<file path="config.mk">
export PLATFORM = sky130hd
export DESIGN_NAME = scan_line_sequencer
export DESIGN_NICKNAME = d
export VERILOG_FILES = /design/src/rtl/scan_pkg.sv /design/src/rtl/scan_down_counter.sv /design/src/rtl/scan_line_sequencer.sv
export SDC_FILE = /design/constraint.sdc
export NUM_CORES = 1
export LEC_CHECK = 0
export ABC_CLOCK_PERIOD_IN_PS = 3100
export CORE_MARGIN = 2
export CORE_UTILIZATION = 55
export CTS_BUF_LIST = sky130_fd_sc_hd__clkbuf_16
export DETAILED_ROUTE_END_ITERATION = 6
export GPL_ROUTABILITY_DRIVEN = 1
export PLACE_DENSITY = 0.79
export SYNTH_ARGS = -nofsm -noshare
export SYNTH_HDL_FRONTEND = slang
export SYNTH_SLANG_ARGS = --single-unit
export TNS_END_PERCENT = 5
</file>
<file path="constraint.sdc">
create_clock -name clk -period 3.1 [get_ports clk]
set_clock_uncertainty 0.15 [all_clocks]
set_input_delay 0.62 -clock clk [delete_from_list [all_inputs] [get_ports clk]]
set_output_delay 0.62 -clock clk [all_outputs]
set_load 0.03 [all_outputs]
</file>
<file path="src/rtl/scan_pkg.sv">
// Shared definitions for the scan line sequencer.
//   state_t       : sequencer states (IDLE, LINE, BLANK, FRAME_END)
//   PIX_NORMAL    : pixels per line in normal counter mode
//   PIX_TEST      : pixels per line in test counter mode
//   DEF_*         : default frame geometry and line watchdog limit
package scan_pkg;

    typedef enum logic [1:0] {
        IDLE      = 2'd0,
        LINE      = 2'd1,
        BLANK     = 2'd2,
        FRAME_END = 2'd3
    } state_t;

    localparam int PIX_NORMAL       = 1290;
    localparam int PIX_TEST         = 4096;

    localparam int DEF_LINES        = 1024;
    localparam int DEF_BLANK_CYCLES = 16;
    localparam int DEF_TIMEOUT      = 4100;

endpackage

</file>
<file path="src/rtl/scan_down_counter.sv">
// Loadable down-counter with zero flag.
//   clk, rst_n : clock, asynchronous active-low reset (count clears to 0)
//   load       : load load_val (has priority over dec)
//   load_val   : value to load
//   dec        : decrement by one; saturates at zero
//   zero       : count == 0
module scan_down_counter #(
    parameter int W = 8
) (
    input  logic         clk,
    input  logic         rst_n,
    input  logic         load,
    input  logic [W-1:0] load_val,
    input  logic         dec,
    output logic         zero
);

    logic [W-1:0] count;

    always_ff @(posedge clk or negedge rst_n) begin
        if (!rst_n) begin
            count <= '0;
        end else if (load) begin
            count <= load_val;
        end else if (dec && (count != '0)) begin
            count <= count - 1'b1;
        end
    end

    assign zero = (count == '0);

endmodule

</file>
<file path="src/rtl/scan_line_sequencer.sv">
// Frame-level controller for the 12-bit pixel/line counter.
// Steps through LINES lines per frame, inserting BLANK_CYCLES of blanking
// between lines, and reports completion, abort and line timeout.
//
// State table
//   state     | meaning
//   IDLE      | waiting for start
//   LINE      | pixel counter enabled, waiting for end_line
//   BLANK     | inter-line blanking, pixel counter held cleared
//   FRAME_END | one-cycle frame completion, restart if cont
//
// Ports
//   clk, rst_n  : clock, asynchronous active-low reset
//   start       : frame request (IDLE only)
//   stop        : graceful abort request (LINE/BLANK)
//   cont        : continuous mode, sampled in FRAME_END
//   test        : counter mode, latched at frame start
//   end_line    : end-of-line strobe from the pixel counter
//   line_enb    : pixel counter enable (LINE only)
//   test_out    : latched counter mode
//   line_idx    : current line number
//   blank       : high in BLANK
//   busy        : high outside IDLE
//   frame_done  : one-cycle pulse on frame completion
//   aborted     : one-cycle pulse when a stop completes
//   err         : sticky line timeout, cleared by the next accepted start
module scan_line_sequencer
    import scan_pkg::*;
#(
    parameter int LINES        = DEF_LINES,
    parameter int LINE_W       = 10,
    parameter int BLANK_CYCLES = DEF_BLANK_CYCLES,
    parameter int TIMEOUT      = DEF_TIMEOUT,
    parameter int TMO_W        = 13
) (
    input  logic              clk,
    input  logic              rst_n,
    input  logic              start,
    input  logic              stop,
    input  logic              cont,
    input  logic              test,
    input  logic              end_line,
    output logic              line_enb,
    output logic              test_out,
    output logic [LINE_W-1:0] line_idx,
    output logic              blank,
    output logic              busy,
    output logic              frame_done,
    output logic              aborted,
    output logic              err
);

    localparam int BLK_W = (BLANK_CYCLES > 1) ? $clog2(BLANK_CYCLES) : 1;
    localparam logic [LINE_W-1:0] LAST_LINE = LINE_W'(LINES - 1);

    state_t            state, state_nx;
    logic              stop_pend, stop_pend_nx;
    logic [LINE_W-1:0] idx_nx;
    logic              test_nx, err_nx, done_nx, abort_nx;
    logic              blank_zero, wd_zero;
    logic              blank_load, wd_load;

    // Blank timer: loaded with BLANK_CYCLES-1 on LINE->BLANK, so BLANK
    // lasts exactly BLANK_CYCLES cycles.
    assign blank_load = (state == LINE) && (state_nx == BLANK);

    scan_down_counter #(.W(BLK_W)) u_blank_timer (
        .clk      (clk),
        .rst_n    (rst_n),
        .load     (blank_load),
        .load_val (BLK_W'(BLANK_CYCLES - 1)),
        .dec      (state == BLANK),
        .zero     (blank_zero)
    );

    // Line watchdog kept as cycles remaining: elapsed = TIMEOUT-1 - count.
    // Loading TIMEOUT-1 on every LINE entry is the "clear to zero"; zero
    // means the elapsed count has reached TIMEOUT-1.
    assign wd_load = (state != LINE) && (state_nx == LINE);

    scan_down_counter #(.W(TMO_W)) u_watchdog (
        .clk      (clk),
        .rst_n    (rst_n),
        .load     (wd_load),
        .load_val (TMO_W'(TIMEOUT - 1)),
        .dec      (state == LINE),
        .zero     (wd_zero)
    );

    always_comb begin
        state_nx     = state;
        stop_pend_nx = stop_pend;
        idx_nx       = line_idx;
        test_nx      = test_out;
        err_nx       = err;
        abort_nx     = 1'b0;
        case (state)
            IDLE: begin
                if (start && !stop) begin
                    state_nx     = LINE;
                    idx_nx       = '0;
                    test_nx      = test;
                    err_nx       = 1'b0;
                    stop_pend_nx = 1'b0;
                end
            end
            LINE: begin
                if (end_line) begin
                    if (stop_pend || stop) begin
                        state_nx     = IDLE;
                        abort_nx     = 1'b1;
                        stop_pend_nx = 1'b0;
                    end else if (line_idx == LAST_LINE) begin
                        state_nx = FRAME_END;
                    end else begin
                        state_nx = BLANK;
                    end
                end else if (wd_zero) begin
                    state_nx     = IDLE;
                    err_nx       = 1'b1;
                    stop_pend_nx = 1'b0;
                end else if (stop) begin
                    stop_pend_nx = 1'b1;
                end
            end
            BLANK: begin
                if (stop) begin
                    state_nx = IDLE;
                    abort_nx = 1'b1;
                end else if (blank_zero) begin
                    state_nx = LINE;
                    idx_nx   = line_idx + 1'b1;
                end
            end
            FRAME_END: begin
                if (cont && !stop_pend && !stop) begin
                    state_nx = LINE;
                    idx_nx   = '0;
                    test_nx  = test;
                end else begin
                    state_nx = IDLE;
                end
            end
            default: state_nx = IDLE;
        endcase
        done_nx = (state_nx == FRAME_END);
    end

    // Outputs decoded from next state so they move on the same edge as state.
    always_ff @(posedge clk or negedge rst_n) begin
        if (!rst_n) begin
            state      <= IDLE;
            stop_pend  <= 1'b0;
            line_idx   <= '0;
            test_out   <= 1'b0;
            err        <= 1'b0;
            line_enb   <= 1'b0;
            blank      <= 1'b0;
            busy       <= 1'b0;
            frame_done <= 1'b0;
            aborted    <= 1'b0;
        end else begin
            state      <= state_nx;
            stop_pend  <= stop_pend_nx;
            line_idx   <= idx_nx;
            test_out   <= test_nx;
            err        <= err_nx;
            line_enb   <= (state_nx == LINE);
            blank      <= (state_nx == BLANK);
            busy       <= (state_nx != IDLE);
            frame_done <= done_nx;
            aborted    <= abort_nx;
        end
    end

endmodule

</file>
==> summary.md <==
| Metric | Value |
|---|---|
| Status | `finished clean` |
| CTS resizes | `0` |
| Setup TNS Final | `0 ns` |
| Leading cell type in the layout, fill and taps excluded | `dfrtp_1` |
| CORE AREA | `0.003633 mm2` |
| Fmax | `380.5 MHz` |
| Most frequent cells in the layout | `dfrtp_1 (37), nand2_1 (27), clkdlybuf4s50_1 (22)` |
| Clock tree sinks | `37` |
| RR Startpoint | `state[0]` |
| # DRC | `0` |
| Clk pin slew, worst setup/hold paths | `0.06 ns` |
| Layout cells sized above 1 | `6.375%` |
| Comb pwr share | `40.3%` |
| Synth cell types | `42` |
| Post-Layout Cell Count | `299` |
| PwrDens | `860.4 mW/mm2` |
| Top Usage Layer GRT | `met2` |
| CTS tree | `built` |
| Final hold vios | `0` |
| Post-route clock period utilization | `84.77%` |
| Max-slew headroom | `46.10%` |
| CP startpoint kind | `primary input` |
| Cell row count | `22` |
| Endpoint type of the worst setup path | `register` |
| Min cycle time layout | `2.628 ns` |
| Switching part of the total | `38.01%` |
| Asr flop ratio synth | `100.0%` |
| DP Wirelength | `2932 um` |
| Avg Cell Area, Syn | `9.190 um2` |
| Max Cap Viol | `0` |
| Setup-failing EPs final | `0` |
| IR drop worst, VDD | `0.5466 mV` |
| Final Net Count | `264` |
| Synth warn | `0` |
| Mapped Cells | `223` |
| Cell Area, Synth | `0.002049 mm2` |
| Die height | `65.05 um` |
| Slowest stage cell, crit path | `clkdlybuf4s50_1` |
| NetSw | `816.4 uW` |
| Routed via count | `1716` |
| Initial Util | `56.40%` |
| Die area | `0.004231 mm2` |
| Synth Register Bits | `37` |
| Total wire length | `4134 um` |
| Iter 0 DRT Violations | `108` |
| Register-to-register setup slack | `0.59 ns` |
| Total GRT Usage | `22.06%` |
| Worst hold path type | `in -> async` |
| First-pass GRT wire length | `7107 um` |
| Layout Area Growth over Synthesis | `21.79%` |
| Port Buf Inserts | `23` |
| Worst EP arrival | `2.69 ns` |
| Post-Syn Nets | `237` |
| Crit Path Class | `in -> reg` |
| Die width | `65.05 um` |
| CTS Hold Bufs | `0` |
| Boundary Pins | `24` |
| Worst Path Required | `3.16 ns` |
| Clock Latency Late Sink | `0.28 ns` |
| Diodes inserted | `0` |
| Sequential cell area fraction in the yosys report | `45.18%` |
| Antenna violations before repair | `0` |
| Worst-path fanout max | `12` |
| Met3 Use GR | `5.035%` |
| Critical path origin | `stop` |
| Pre-CTS setup slack | `0.2641 ns` |
| Grt met2 use | `33.38%` |
| DRT Pass-1 Iters | `4` |
| Final ANT Viol Nets | `0` |
| Int Pwr | `1331 uW` |
| Reg2reg path depth | `7` |
| Pwr Total | `2148 uW` |
| DP Cell Count | `291` |
| Post-CTS setup buffers | `0` |
| Top_reg_cell synth | `dfrtp_1` |
| DR WL/cell | `13.83 um` |
| Routed vias/inst | `5.739` |
| Reg power frac | `33.2%` |
| GRT met1 Usage | `31.05%` |
| CP endpoint | `line_idx[6]` |
| CTS buffer count | `5` |
| EDFF count, synth | `0` |
| Crit path cell chain | `clkdlybuf4s50_1 > o21ai_0 > o221ai_1 > nand3b_1 > or4b_1 > nand3_1` |
| RSZ-0062 raised after global routing | `no` |
| CP peak stage delay | `0.60 ns` |
| H-tree depth | `2` |
| Clk pwr share | `26.5%` |
| Clock Tree Buf Depth | `2` |
| Overflow after GRT | `0` |
| Leak pwr | `0.001091 uW` |
| Slew at the pin closest to its max-slew limit | `0.8084 ns` |
| Vias in the first global route | `1519` |
| Largest net degree at the start of global routing | `38` |
| Slew Limit Fails | `0` |
| Routability congestion estimate | `0.8680` |
| Clock Root Buffer | `clkbuf_16` |
| Final WS setup | `0.4721 ns` |
| Critical R2R Capture | `line_idx[6]` |
[layout make-up]
class                   instances  area (um2)
repair buffers                 27       255.2
fillers                       307        1137
inverters                      11       41.29
well taps                      48       60.06
clock inverters                 3       41.29
multi-input cells             168        1047
flip-flops and latches         37       925.9
clock buffers                   5       125.1
[kinds of logic (layout without fill, tap and decap cells)]
| group | Yosys count | count (layout) | share of synthesized area [%] |
|---|---|---|---|
| simple gates | 113 | 113 | 30.40 |
| compound gates | 39 | 39 | 12.39 |
| flops | 37 | 37 | 45.18 |
| buf+inv | 18 | 46 | 3.723 |
| fa+ha+maj | 7 | 7 | 4.273 |
| xor+xnor | 7 | 7 | 2.992 |
| mux | 2 | 2 | 1.038 |
[power by group through the flow]
stage / Combinational [uW] / Sequential (uW) / Clock (uW)
floorplan: 577 / 774 / 0
global route: 979 / 731 / 595
detailed placement: 861 / 720 / 0
CTS: 867 / 713 / 574
finish: 866 / 713 / 569
global placement: 846 / 715 / 0
[layer usage]
layer / up-vias / part of all wire [%]
met3: 7 / 5.4
met1: 806 / 48
met2: 55 / 45
li1: 848 / -
met5: - / 0
met4: 0 / 2.0
[how the worst min path moves through the flow]
stage / startpoint / endpoint / slack [ns] / cells after the start
3_3_place_gp: u_blank_timer.count[1] / u_blank_timer.count[1] / 0.32 / 2
6_report: rst_n / line_idx[7] / 0.28 / 1
2_1_floorplan: rst_n / aborted / 0.17 / 0
4_1_cts: rst_n / u_watchdog.count[8] / 0.32 / 1
3_5_place_dp: u_watchdog.count[12] / u_watchdog.count[12] / 0.33 / 1
5_1_grt: rst_n / u_watchdog.count[8] / 0.38 / 1
[critical path: cells and delay by family]
kind / cells / cell delay [ns]
compound gates: 2 / 0.37
buf+inv: 1 / 0.60
simple gates: 3 / 1.10
[through the flow]
stage	utilization (%)	instance area (um2)	hold WS (ns)
final	68.70	2496	0.2843
after global routing	68.70	2496	0.3784
after CTS	68.70	2496	0.3162
after detailed placement	64.12	2330	0.3265
after global placement	64.12	2330	0.3193
after floorplan	-	2049	0.1744
[cell usage after synthesis (3+ instances only)]
cell type | number | area, um2
nor2_1 | 18 | 67.56
and2_1 | 6 | 37.54
nor3b_1 | 3 | 22.52
o21ai_0 | 6 | 30.03
or4b_1 | 5 | 50.05
dfrtp_1 | 37 | 925.9
o221ai_1 | 4 | 35.03
nor3_1 | 7 | 35.03
nand3b_1 | 4 | 30.03
ha_1 | 7 | 87.58
xor2_1 | 5 | 43.79
nor2b_1 | 3 | 18.77
a31oi_1 | 3 | 18.77
clkbuf_1 | 4 | 15.01
o21ai_1 | 4 | 20.02
a21o_1 | 6 | 45.04
nand2_1 | 27 | 101.4
nand2b_1 | 4 | 25.02
nand4_1 | 5 | 31.28
inv_1 | 11 | 41.29
a21oi_1 | 9 | 45.04
and3_1 | 3 | 18.77
nand3_1 | 19 | 95.09
[state kept, by name, summed over array words and instances (netlist names)]
signal               cells
aborted                  1
blank                    1
busy                     1
err                      1
frame_done               1
line_enb                 1
line_idx                10
state                    2
stop_pend                1
test_out                 1
u_blank_timer.count      4
u_watchdog.count        13
(Power assumes the default switching activity.)
